File: config.mk
export PLATFORM = sky130hd
export DESIGN_NAME = uart_tx_arbiter
export DESIGN_NICKNAME = d
export VERILOG_FILES = /design/src/rtl/uart_arb_pkg.sv /design/src/rtl/rr_arbiter.sv /design/src/rtl/uart_tx_arbiter.sv
export SDC_FILE = /design/constraint.sdc
export NUM_CORES = 1
export LEC_CHECK = 0
export CORE_ASPECT_RATIO = 1.1
export CORE_MARGIN = 4
export CORE_UTILIZATION = 44
export CTS_BUF_LIST = sky130_fd_sc_hd__clkbuf_4 sky130_fd_sc_hd__clkbuf_8 sky130_fd_sc_hd__clkbuf_16
export CTS_CLUSTER_DIAMETER = 200
export DETAILED_ROUTE_END_ITERATION = 10
export PLACE_DENSITY_LB_ADDON = 0.25
export SLEW_MARGIN = 20
export SYNTH_ARGS = -nofsm -noshare
export SYNTH_HDL_FRONTEND = slang
export SYNTH_SLANG_ARGS = --single-unit
export TNS_END_PERCENT = 50
File: constraint.sdc
create_clock -name clk -period 5.65 [get_ports clk]
set_input_delay 1.13 -clock clk [delete_from_list [all_inputs] [get_ports clk]]
set_output_delay 1.13 -clock clk [all_outputs]
set_load 0.01 [all_outputs]
File: src/rtl/uart_arb_pkg.sv
`default_nettype none
// ============================================================================
//  Module      : uart_arb_pkg
//  Description : Shared types and helpers for the UART transmit arbiter.
//  Revision    : 1.0 - initial release
// ============================================================================
package uart_arb_pkg;

  localparam int BYTE_W = 8;

  typedef enum logic [1:0] {
    ST_IDLE  = 2'd0,
    ST_START = 2'd1,
    ST_WAIT  = 2'd2,
    ST_ACK   = 2'd3
  } arb_state_t;

  // Width of a counter that must hold values 0 .. timeout-1.
  function automatic int timeout_cnt_w(input int timeout);
    return (timeout < 2) ? 1 : $clog2(timeout);
  endfunction

endpackage
`default_nettype wire

File: src/rtl/rr_arbiter.sv
`default_nettype none
// ============================================================================
//  Module      : rr_arbiter
//  Description : Round-robin pick over N request lines. The winner is the
//                first set request scanning upward from pointer+1 with wrap.
//                The pointer moves to the winner when update is high.
//  Revision    : 1.0 - initial release
// ============================================================================
module rr_arbiter #(
  parameter int N = 4,
  localparam int PTR_W = $clog2(N)
) (
  input  logic             clk,
  input  logic             rst,
  input  logic [N-1:0]     req,
  input  logic             update,
  output logic [PTR_W-1:0] pointer,
  output logic [N-1:0]     winner_onehot
);

  logic [PTR_W-1:0] win_idx;
  logic [PTR_W-1:0] cand;
  logic             found;

  // Scan candidates pointer+1, pointer+2, ... (mod N); first requester wins.
  always_comb begin
    winner_onehot = '0;
    win_idx       = pointer;
    cand          = pointer;
    found         = 1'b0;
    for (int k = 1; k <= N; k++) begin
      cand = PTR_W'((int'(pointer) + k) % N);
      if (!found && req[cand]) begin
        found                = 1'b1;
        win_idx              = cand;
        winner_onehot[cand]  = 1'b1;
      end
    end
  end

  // Last-served pointer; starts at N-1 so requester 0 has first priority.
  always_ff @(posedge clk or posedge rst) begin
    if (rst) begin
      pointer <= PTR_W'(N - 1);
    end else if (update) begin
      pointer <= win_idx;
    end
  end

endmodule
`default_nettype wire

File: src/rtl/uart_tx_arbiter.sv
`default_nettype none
// ============================================================================
//  Module      : uart_tx_arbiter
//  Description : Shares one UART transmitter between NUM_REQ byte sources.
//                Round-robin grant, byte latch, start/done handshake with a
//                synchronised done flag and an acceptance timeout.
//  Revision    : 1.0 - initial release
// ============================================================================
module uart_tx_arbiter
  import uart_arb_pkg::*;
#(
  parameter int NUM_REQ        = 4,
  parameter int SYNC_STAGES    = 2,
  parameter int ACCEPT_TIMEOUT = 65535
) (
  input  logic                      clk,
  input  logic                      reset,
  input  logic [NUM_REQ-1:0]        req,
  input  logic [BYTE_W*NUM_REQ-1:0] req_data,
  output logic [NUM_REQ-1:0]        grant,
  output logic [NUM_REQ-1:0]        ack,
  output logic                      err,
  output logic                      busy,
  output logic                      tx_start,
  output logic [BYTE_W-1:0]         tx_data,
  input  logic                      tx_done
);

  localparam int               TO_W    = timeout_cnt_w(ACCEPT_TIMEOUT);
  localparam logic [TO_W-1:0]  TO_LAST = TO_W'(ACCEPT_TIMEOUT - 1);
  localparam int               PTR_W   = $clog2(NUM_REQ);

  arb_state_t               state;
  logic [TO_W-1:0]          cnt;
  logic                     abort;
  logic [SYNC_STAGES-1:0]   sync_q;
  logic                     done_s;
  logic [NUM_REQ-1:0]       winner_onehot;
  logic [PTR_W-1:0]         rr_ptr;
  logic [NUM_REQ-1:0]       ptr_onehot;
  logic [BYTE_W-1:0]        pick_byte;
  logic                     take;

  // tx_done comes from the divided transmitter clock; preset idle on reset.
  generate
    if (SYNC_STAGES == 1) begin : g_sync_single
      // Single-flop synchroniser.
      always_ff @(posedge clk or posedge reset) begin
        if (reset) sync_q <= 1'b1;
        else       sync_q <= tx_done;
      end
    end else begin : g_sync_chain
      // Multi-flop synchroniser chain.
      always_ff @(posedge clk or posedge reset) begin
        if (reset) sync_q <= '1;
        else       sync_q <= {sync_q[SYNC_STAGES-2:0], tx_done};
      end
    end
  endgenerate

  assign done_s = sync_q[SYNC_STAGES-1];

  // A new grant is only taken when the transmitter is seen idle.
  assign take = (state == ST_IDLE) && (|req) && done_s;

  rr_arbiter #(
    .N (NUM_REQ)
  ) u_rr (
    .clk           (clk),
    .rst           (reset),
    .req           (req),
    .update        (take),
    .pointer       (rr_ptr),
    .winner_onehot (winner_onehot)
  );

  // After a grant the pointer equals the winner, so it names the ack bit.
  assign ptr_onehot = NUM_REQ'(1) << rr_ptr;

  // Select the winning requester's byte.
  always_comb begin
    pick_byte = '0;
    for (int i = 0; i < NUM_REQ; i++) begin
      if (winner_onehot[i]) pick_byte = pick_byte | req_data[i*BYTE_W +: BYTE_W];
    end
  end

  assign busy = (state != ST_IDLE);

  // Transaction FSM: grant, hold start until accepted, wait frame, ack.
  always_ff @(posedge clk or posedge reset) begin
    if (reset) begin
      state    <= ST_IDLE;
      grant    <= '0;
      ack      <= '0;
      err      <= 1'b0;
      tx_start <= 1'b0;
      tx_data  <= '0;
      cnt      <= '0;
      abort    <= 1'b0;
    end else begin
      ack <= '0;
      err <= 1'b0;
      case (state)
        ST_IDLE: begin
          if (take) begin
            grant    <= winner_onehot;
            tx_data  <= pick_byte;
            tx_start <= 1'b1;
            cnt      <= '0;
            state    <= ST_START;
          end
        end
        ST_START: begin
          if (!done_s) begin
            tx_start <= 1'b0;
            cnt      <= '0;
            state    <= ST_WAIT;
          end else if (cnt == TO_LAST) begin
            tx_start <= 1'b0;
            abort    <= 1'b1;
            ack      <= ptr_onehot;
            err      <= 1'b1;
            state    <= ST_ACK;
          end else begin
            cnt <= cnt + 1'b1;
          end
        end
        ST_WAIT: begin
          if (done_s) begin
            ack   <= ptr_onehot;
            err   <= abort;
            state <= ST_ACK;
          end
        end
        ST_ACK: begin
          grant <= '0;
          abort <= 1'b0;
          state <= ST_IDLE;
        end
        default: state <= ST_IDLE;
      endcase
    end
  end

endmodule
`default_nettype wire

==> run metrics, run 1 <==
PwrDens=between 400 and 500 nW/um2; I/O pins=between 50 and 60; Clk network pwr share=0.148; HPWL Detailed=5316 um; status=completed; main combinational cell family by area after synthesis=compound AO/OA/AOI/OAI gates; cts bufs inserted=5; met1 WL=just over 3000 um; n_diodes=0; multiplexer share of the synthesized area=0.05821; worst hold path class=reg2reg; Die Ht=about 93 um; grt total ovfl=0; register area share after synthesis=0.3579; Compound-Gate Fraction of Synth Area=0.2333; share of flip-flops with an asynchronous set or reset=1.000; total setup buffers inserted after CTS=0; Hold Path Cell Cnt=0; final setup vio count=0; fillcell total=slightly below 600; Die ar.=around 7900 um2; GPL Wtd Cong=around 0.85; worst hold endpoint=sync_q[1]$_DFF_PP1_; Util after Layout=0.5667; CTS tree=done; CP Buf/Inv Count=1; Netlist cell types=between 60 and 70; Logic pwr share=0.584; clk slew on worst S/H paths=0.08 ns; Critical R2R Launch=u_rr.pointer[0]$_DFFE_PP1P_; r2r setup slk=approximately 2.2 ns; Initial DRT Pass Iterations=5; Startpoint Class=flop; Die Wd=between 80 and 90 um; Max VDD drop=approximately 0.35 mV; Rel. slew slack=0.5564; remaining antenna violation count after routing=0; Post-Syn Area=~2900 um2; area grow syn2layout=23.33%; R2R Path End=tx_data[7]$_DFFE_PP0P_; first-pass GRT wire length=approximately 12000 um; cell family with most CP delay=compound AO/OA/AOI/OAI gates; top sig layer=met4; Clock Sinks=41; CP cell instances=inv_1, ha_1, mux4_2, a31o_1, a221oi_4, o22ai_4, a221oi_1, a31oi_1; largest net degree at the start of global routing=42; Sequential Power Share=0.268; nets@finish=410; Slowest cell on crit path=dfstp_2; Skew-Pair Late Insertion Delay=0.29 ns; Clock Skew=a little over 0.009 ns; most frequent cells in the layout=clkdlybuf4s50_1 (57), nor2_1 (39), dfrtp_1 (37); critical path required time=roughly 5.8 ns; Hold Crit Start=sync_q[0]$_DFF_PP1_; Core Rows=30; Post-Syn Nets=roughly 360; ratio of cells with drive above 1 in the final layout=0.1036; leading cell type in the layout, fill and taps excluded=clkdlybuf4s50_1; Seq cells post-synth=between 40 and 50; Post-CTS Resized=0; post-synthesis xor/xnor area fraction=0.02737; Post-Synthesis Cells=305; vias in the first global route=roughly 2500; metal3 WL=roughly 280 um; EDFF count, synth=0; Core ar.=6269 um2; WL final=about 7000 um; CTS Hold Buffers Added=0; Int Pwr=around 900 uW; drt drc=0; Post-Synth Simple-Gate Area=0.1985; max-slew violations=0; CP max stage delay=0.79 ns; H-Tree Depth=2; Least-Margin Pin Slew=approximately 0.66 ns; All-Layer GR Usage=0.1858; starting density of the core=0.4595; RSZ-0062 raised after global routing=false; Root Buffer=clkbuf_8; Tcrit/Tclk final=0.6158; mean post-synth cell area=between 9 and 10 um2; number of port buffers=between 50 and 60; Post-synth top flop=dfrtp_1; Setup CP Type=reg2reg; critical path data arrival time=about 3.7 ns; switching share of power=0.4446; routed len/inst=between 15 and 20 um; maximum fanout along the worst path=22; R2R depth=8; max frequency=approximately 290 MHz; Vias per Instance=roughly 5.7; maxcap violations=0; fin crit period=around 3.5 ns; DR WL met2=3740 um; Fin Setup TNS=0 ns; adder-cell area share of the yosys netlist=0.06516; DR iter-0 viols=~130; Critical Path End Type=flop; initial antenna violation count=0; clock tree buffer depth=2; leak pwr=roughly 0.0014 uW; NetSw=742.5 uW; Fin. Hold Viols=0; DR vias=between 2000 and 3000; Synth Warn #=0
## state kept, by name (all words and copies together), names as in the netlist
signal,flops
err,1
sync_q,2
state,2
cnt,16
grant,4
tx_data,8
u_rr.pointer,2
ack,4
abort,1
tx_start,1
## metrics by stage
step	std cells	setup WS, ns	power [uW]	hold WS, ns	area [um2]
2_1_floorplan	305	2.801	1186	0.3452	2880
3_3_place_gp	429	1.926	1416	0.3474	3432
3_5_place_dp	429	1.877	1424	0.3500	3432
4_1_cts	437	2.158	1682	0.3612	3552
5_1_grt	437	1.929	1800	0.3633	3552
6_report	437	2.171	1670	0.3600	3552
## cell usage after synthesis (7+ instances only)
| cell type | count | area share |
|---|---|---|
| nor2_1 | 39 | 0.051 |
| inv_1 | 12 | 0.016 |
| o21ai_0 | 10 | 0.017 |
| dfrtp_1 | 37 | 0.32 |
| a21oi_1 | 15 | 0.026 |
| a22oi_1 | 8 | 0.021 |
| a221oi_1 | 7 | 0.021 |
| xnor2_1 | 9 | 0.027 |
| buf_6 | 7 | 0.027 |
| a31oi_1 | 12 | 0.026 |
| nand2_1 | 31 | 0.040 |
| nand3_1 | 9 | 0.016 |
| ha_1 | 15 | 0.065 |
## layout make-up
class / instances / area (um2) / area share
Clock buffer: 7 / 90.09 / 0.02536
Multi-Input combinational cell: 238 / 1678 / 0.4723
Sequential cell: 41 / 1031 / 0.2902
Tap cell: 80 / 100.1 / 0.02818
Clock inverter: 1 / 30.03 / 0.008454
Timing Repair Buffer: 58 / 578.1 / 0.1627
Inverter: 12 / 45.04 / 0.01268
## how the worst max path moves through the flow
stage / start / endpoint / slack, ns / cells past startpoint
2_1_floorplan: u_rr.pointer[0]$_DFFE_PP1P_ / tx_data[3]$_DFFE_PP0P_ / 2.80 / 10
3_3_place_gp: req[0] / cnt[3]$_DFFE_PP0P_ / 1.93 / 7
3_5_place_dp: req[0] / cnt[3]$_DFFE_PP0P_ / 1.88 / 7
4_1_cts: u_rr.pointer[0]$_DFFE_PP1P_ / tx_data[0]$_DFFE_PP0P_ / 2.16 / 8
5_1_grt: u_rr.pointer[0]$_DFFE_PP1P_ / tx_data[0]$_DFFE_PP0P_ / 1.93 / 8
6_report: u_rr.pointer[0]$_DFFE_PP1P_ / tx_data[7]$_DFFE_PP0P_ / 2.17 / 8
## logic make-up after synthesis
group | count (synthesis)
mux | 11
xor+xnor | 9
buf+inv | 26
compound gates | 86
simple gates | 117
fa+ha+maj | 15
flops | 41
## power groups by stage
stage / registers (uW) / logic, uW / clock network, uW
3_3_place_gp: 449 / 967 / 0
3_5_place_dp: 452 / 972 / 0
5_1_grt: 460 / 1070 / 268
4_1_cts: 447 / 980 / 255
6_report: 448 / 976 / 246
2_1_floorplan: 436 / 750 / 0
## metal layers
layer,GRT usage,vias to the layer above
met5,0,-
met4,0.06069,0
met3,0.03292,4
met2,0.3193,48
met1,0.2343,1223
li1,-,1230
Note: power is estimated with default switching activity, not from simulation.
==> run 2, diff against run 1 <==
==> constraint.sdc (replaced) <==
create_clock -name clk -period 2.9 [get_ports clk]
set_input_delay 0.58 -clock clk [delete_from_list [all_inputs] [get_ports clk]]
set_output_delay 0.58 -clock clk [all_outputs]
set_load 0.01 [all_outputs]
==> run 2 against run 1 <==
  * Final cell count up 2.7%
  * First-iteration DRC count up 32%
  * Worst hold slack worse by 0.00074 ns
  * Global-route usage grew 1.0 points
  * Critical endpoint is now grant[2]$_DFFE_PP0P_
==> run metrics, run 2 (synthesized netlist as in run 1, its figures left out) <==
Post-CTS Resized=0 (unchanged); Startpoint Class=flop; Skew-Pair Late Insertion Delay=0.30 ns (about the same); r2r setup slk=0.17 ns (-2.00 ns); met1 WL=3279 um (+6.1%); Sequential Power Share=0.241 (-0.027); leak pwr=0.001485 uW (+3.7%); nets@finish=422 (+2.9%); worst hold endpoint=sync_q[1]$_DFF_PP1_; grt total ovfl=0 (unchanged); NetSw=1516 uW (+100%); largest reg by FF count=cnt; clk slew on worst S/H paths=0.08 ns (about the same); initial antenna violation count=0 (unchanged); drt drc=0 (unchanged); final hold slack=0.3592 ns (-0.0007450 ns); max frequency=366.9 MHz (+28%); top flop regs=cnt: 16 flops, tx_data: 8 flops; n_diodes=0 (unchanged); most frequent cells in the layout=clkdlybuf4s50_1 (57), nor2_1 (39), dfrtp_1 (37); critical path data arrival time=2.91 ns (-0.74 ns); Hold Path Cell Cnt=0 (unchanged); R2R depth=8 (unchanged); vias in the first global route=2658 (+6.8%); area grow syn2layout=26.11%; worst hold path class=reg2reg; placed cell area=3522 um2 (+2.6%); Root Buffer=clkbuf_8; Fin. Hold Viols=0 (unchanged); DR vias=2639 (+5.3%); leading cell type in the layout, fill and taps excluded=clkdlybuf4s50_1; Largest register FFs=16 (unchanged); Core Rows=30 (unchanged); maxcap violations=0 (unchanged); Core ar.=6269 um2 (unchanged); All-Layer GR Usage=0.1962 (+0.01040); Die Wd=85.14 um (unchanged); RSZ-0062 raised after global routing=true; DR iter-0 viols=165 (+32%); largest net degree at the start of global routing=42 (unchanged); Initial DRT Pass Iterations=4 (-1); Design Area, Final=3632 um2 (+2.3%); status=completed; PwrDens=921.4 nW/um2 (+96%); Vias per Instance=5.878 (+2.5%); remaining antenna violation count after routing=0 (unchanged); GPL Wtd Cong=0.8851 (+3.6%); CP max stage delay=0.54 ns (-0.25 ns); critical path required time=3.09 ns (-2.73 ns); Critical Path End Type=flop; cts bufs inserted=5 (unchanged); first-pass GRT wire length=12510 um (+4.7%); final setup vio count=0 (unchanged); Clock Skew=0.006057 ns (-0.003296 ns); number of port buffers=57 (unchanged); WL final=7646 um (+6.6%); Clock Sinks=41 (unchanged); H-Tree Depth=2 (unchanged); top sig layer=met4; Hold Crit Start=sync_q[0]$_DFF_PP1_; metal3 WL=250 um (-9.1%); maximum fanout along the worst path=9 (-59%); Max VDD drop=0.5297 mV (+52%); Die Ht=92.86 um (unchanged); routed len/inst=17.03 um (+3.8%); HPWL Detailed=5716 um (+7.5%); Tcrit/Tclk final=0.9398 (+0.3240); Setup CP Type=reg2reg; DR WL met2=3905 um (+4.4%); I/O pins=58 (unchanged); Int Pwr=1831 uW (+97%); switching share of power=0.4529 (+0.008270); CP cell instances=inv_1, ha_2, mux4_2, buf_4, a31o_1, a221oi_2, o22ai_2, a22o_1; R2R Path End=grant[2]$_DFFE_PP0P_; starting density of the core=0.4595 (unchanged); ratio of cells with drive above 1 in the final layout=0.1436 (+0.03999); Clk network pwr share=0.116 (-0.032); Rel. slew slack=0.6548 (+0.09842); Logic pwr share=0.643 (+0.059); Critical R2R Launch=u_rr.pointer[1]$_DFFE_PP1P_; fin crit period=2.725 ns (-0.7539 ns); max-slew violations=0 (unchanged); CTS Hold Buffers Added=0 (unchanged); Least-Margin Pin Slew=0.5178 ns (-0.1458 ns); Die ar.=7906 um2 (unchanged); clock tree buffer depth=2 (unchanged); CTS tree=done; total setup buffers inserted after CTS=0 (unchanged); Slowest cell on crit path=mux4_2
[run 2: metrics by stage]
step           utilization  cells   TNS (ns)  power, uW  setup WS, ns
6_report            0.5794    449          0       3347        0.1745
5_1_grt             0.5794    449  -0.001750       3588     -0.001750
4_1_cts             0.5760    449          0       3306        0.1099
3_5_place_dp        0.5619    441          0       2918       0.05771
3_3_place_gp        0.5619    441          0       2875        0.1500
2_1_floorplan            -    305          0       2311       0.05110
[run 2: per-layer routing]
metal	vias up	track usage
li1	1258	-
met3	22	0.02135
met5	-	0
met1	1296	0.2437
met4	0	0.09499
met2	63	0.3361
[run 2: area by class of cell]
cell class                 count  area [um2]
clock buffer                   7       83.83
clock inverter                 1       5.005
fill                         545        2636
inverter                      12       45.04
multi-input combinational    238        1699
sequential                    41        1031
tap                           80       100.1
timing repair buffer          70       668.1
[run 2: worst max path at each step]
stage,end,startpoint,cells past startpoint,slack [ns]
final,grant[2]$_DFFE_PP0P_,u_rr.pointer[1]$_DFFE_PP1P_,8,0.17
after global routing,tx_data[5]$_DFFE_PP0P_,u_rr.pointer[1]$_DFFE_PP1P_,9,-0.002
after floorplan,tx_data[3]$_DFFE_PP0P_,u_rr.pointer[0]$_DFFE_PP1P_,10,0.05
after global placement,grant[2]$_DFFE_PP0P_,req[2],7,0.15
after CTS,tx_data[5]$_DFFE_PP0P_,u_rr.pointer[1]$_DFFE_PP1P_,8,0.11
after detailed placement,tx_data[5]$_DFFE_PP0P_,req[0],7,0.06
[run 2: power groups by stage]
stage | clock network, uW | registers (uW) | logic, uW
finish | 388 | 806 | 2150
floorplan | 0 | 850 | 1460
detailed placement | 0 | 815 | 2100
CTS | 393 | 805 | 2110
global route | 414 | 827 | 2350
global placement | 0 | 809 | 2070
[run 2: worst max-delay path: cells and delay by family (launching register included)]
family / cells / cell delay (ns)
AOI/OAI and AO/OA: 4 / 0.86
adders and majority gates: 1 / 0.41
buffers and inverters: 2 / 0.27
DFF: 1 / 0.53
muxes: 1 / 0.54
==> run 3, diff against run 2 <==
--- a/config.mk
+++ b/config.mk
@@ -7,13 +7,13 @@
 export LEC_CHECK = 0
 export CORE_ASPECT_RATIO = 1.1
 export CORE_MARGIN = 4
-export CORE_UTILIZATION = 44
+export CORE_UTILIZATION = 47
 export CTS_BUF_LIST = sky130_fd_sc_hd__clkbuf_4 sky130_fd_sc_hd__clkbuf_8 sky130_fd_sc_hd__clkbuf_16
 export CTS_CLUSTER_DIAMETER = 200
 export DETAILED_ROUTE_END_ITERATION = 10
 export PLACE_DENSITY_LB_ADDON = 0.25
-export SLEW_MARGIN = 20
 export SYNTH_ARGS = -nofsm -noshare
 export SYNTH_HDL_FRONTEND = slang
+export SYNTH_HIERARCHICAL = 1
 export SYNTH_SLANG_ARGS = --single-unit
 export TNS_END_PERCENT = 50
==> run 3 against run 2 <==
  * Setup slack better by 0.044 ns
  * Synthesized cell count is 5.9% lower
  * Combinational power is 4% lower
  * Non-clock buffer count is 9 higher
  * Clock skew is 0.0017 ns higher
  * Clock-buffer cell count is 2 lower
  * Largest power group unchanged
==> run metrics, run 3 <==
DR iter-0 viols=128 (-22%); Rel. slew slack=0.6582 (+0.003439); Post-Syn Area=2794 um2 (-3.0%); Critical Path End Type=flop; max frequency=372.9 MHz (+1.6%); ratio of cells with drive above 1 in the final layout=0.1545 (+0.01086); DR WL met2=3861 um (-1.1%); Root Buffer=clkbuf_8; Post-Syn Nets=341 (-5.0%); register area share after synthesis=0.3690 (+0.01106); Die ar.=7243 um2 (-8.4%); most frequent cells in the layout=clkdlybuf4s50_1 (57), dfrtp_1 (37), nand2_1 (23); Largest register FFs=16 (unchanged); initial antenna violation count=0 (unchanged); Initial DRT Pass Iterations=4 (unchanged); nets@finish=409 (-3.1%); fillcell total=478 (-12%); remaining antenna violation count after routing=0 (unchanged); maxcap violations=0 (unchanged); vias in the first global route=2461 (-7.4%); fin crit period=2.682 ns (-0.04364 ns); share of flip-flops with an asynchronous set or reset=1.000 (unchanged); n_diodes=0 (unchanged); critical path data arrival time=2.85 ns (-0.06 ns); DP Cell Count=419 (-5.0%); status=completed; HPWL Detailed=5255 um (-8.1%); Clock Skew=0.007712 ns (+0.001654 ns); leak pwr=0.001529 uW (+2.9%); Die Wd=81.51 um (-4.3%); leading cell type in the layout, fill and taps excluded=clkdlybuf4s50_1; first-pass GRT wire length=11610 um (-7.2%); PwrDens=928.9 nW/um2 (+0.81%); critical path required time=3.07 ns (-0.02 ns); All-Layer GR Usage=0.2054 (+0.009228); grt total ovfl=0 (unchanged); Netlist cell types=66 (+6.5%); metal3 WL=149 um (-40%); Max VDD drop=0.7628 mV (+44%); maximum fanout along the worst path=9 (unchanged); routed len/inst=16.42 um (-3.6%); Least-Margin Pin Slew=0.5088 ns (-0.008980 ns); starting density of the core=0.4843 (+0.02480); top flop regs=cnt: 16 flops, tx_data: 8 flops; clock tree buffer depth=2 (unchanged); drt drc=0 (unchanged); final setup vio count=0 (unchanged); I/O pins=58 (unchanged); Fin. Hold Viols=0 (unchanged); met1 WL=3029 um (-7.6%); Synth area leader=dfrtp_1; Post-Synthesis Cells=287 (-5.9%); number of port buffers=57 (unchanged); H-Tree Depth=2 (unchanged); Clock Sinks=41 (unchanged); Synth Warn #=6 (+6); top-count cell post-synth=dfrtp_1; area grow syn2layout=31.57%; largest reg by FF count=cnt; EDFF count, synth=0 (unchanged); top sig layer=met4; worst hold path class=reg2reg; placed cell area=3466 um2 (-1.6%); RSZ-0062 raised after global routing=false; Fin Setup TNS=0 ns (unchanged); GPL Wtd Cong=0.8056 (-9.0%); Design Area, Final=3676 um2 (+1.2%); Seq cells post-synth=41 (unchanged); clk slew on worst S/H paths=0.08 ns (about the same); Vias per Instance=5.880 (about the same); Core ar.=5769 um2 (-8.0%); post-synth top area share=0.3314 (+0.009933); max-slew violations=0 (unchanged); Core Rows=29 (-3.3%); CTS tree=done; WL final=7109 um (-7.0%); Skew-Pair Late Insertion Delay=0.29 ns (about the same); Commonest cells post-synth=dfrtp_1 (37), nand2_1 (23), a22oi_1 (16), nor2_1 (16); Post-synth top flop=dfrtp_1; cts bufs inserted=5 (unchanged); top cells by area, synth=dfrtp_1 (33%), ha_1 (6.7%), a22oi_1 (4.3%); Startpoint Class=flop; final std cells w/o fill=433 (-3.6%); Tcrit/Tclk final=0.9248 (-0.01505); largest net degree at the start of global routing=40 (-4.8%); mean post-synth cell area=9.735 um2 (+3.1%); Die Ht=88.87 um (-4.3%); Setup CP Type=reg2reg; CTS Hold Buffers Added=0 (unchanged); DR vias=2546 (-3.5%)
-- run 3: critical path, cell delays in order, from the launching register on --
cell      delay [ns]
dfstp_2         0.53
inv_1           0.11
ha_4            0.33
mux4_2          0.58
buf_4           0.18
a221oi_1        0.23
o21ai_1         0.11
buf_4           0.18
a22oi_1         0.19
a31oi_1         0.11
-- run 3: worst paths after layout --
| path | to | slack, ns | cells after the start | startpoint |
|---|---|---|---|---|
| min in group asynchronous | u_rr/pointer[0]$_DFFE_PP1P_ | 0.63 | 2 | reset |
| max in group asynchronous | sync_q[0]$_DFF_PP1_ | 1.79 | 3 | reset |
| min | sync_q[1]$_DFF_PP1_ | 0.36 | 0 | sync_q[0]$_DFF_PP1_ |
| min reg2reg | sync_q[1]$_DFF_PP1_ | 0.36 | 0 | sync_q[0]$_DFF_PP1_ |
| max reg2reg | tx_data[6]$_DFFE_PP0P_ | 0.22 | 9 | u_rr/pointer[0]$_DFFE_PP1P_ |
| max | tx_data[6]$_DFFE_PP0P_ | 0.22 | 9 | u_rr/pointer[0]$_DFFE_PP1P_ |
-- run 3: layout make-up --
| type | count | area [um2] | area share |
|---|---|---|---|
| sequential | 41 | 1031 | 0.2805 |
| tap | 77 | 96.34 | 0.02621 |
| clock buffer | 5 | 68.82 | 0.01872 |
| inverter | 16 | 61.31 | 0.01668 |
| multi-input combinational | 212 | 1618 | 0.4401 |
| clock inverter | 3 | 65.06 | 0.01770 |
| timing repair buffer | 79 | 735.7 | 0.2001 |
-- run 3: metal layers --
metal / up-vias / track usage
met5: - / 0
met4: 0 / 0.04608
met3: 5 / 0.03055
met2: 41 / 0.3719
met1: 1265 / 0.2564
li1: 1235 / -
-- run 3: power breakdown --
part | internal, uW | switching (uW)
Sequential | 712 | 98.3
Combinational | 994 | 1060
Clock | 342 | 204
Total | 2050 | 1370
-- run 3: kinds of logic after synthesis --
group           after synthesis  synth area share
compound gates               83            0.2154
buf+inv                      35           0.06582
flops                        41            0.3690
simple gates                101            0.2190
mux                          12           0.06359
fa+ha+maj                    15           0.06717
-- run 3: stage by stage --
step | hold WS (ns) | setup slack (ns) | utilization | total power [uW]
after floorplan | 0.3452 | 0.03797 | - | 2102
after global placement | 0.3455 | 0.1046 | 0.6007 | 2676
after CTS | 0.3596 | 0.08549 | 0.6239 | 3264
after global routing | 0.3646 | 0.02177 | 0.6372 | 3670
final | 0.3588 | 0.2181 | 0.6372 | 3415
after detailed placement | 0.3484 | 0.07338 | 0.6007 | 2706
-- run 3: repair_timing --
| item | CTS | global route |
|---|---|---|
| buffers inserted | 0 | 5 |
| hold endpoints to repair | 0 | 0 |
| endpoints found under the setup margin | 0 | 9 |
| gates resized for setup | 0 | 2 |
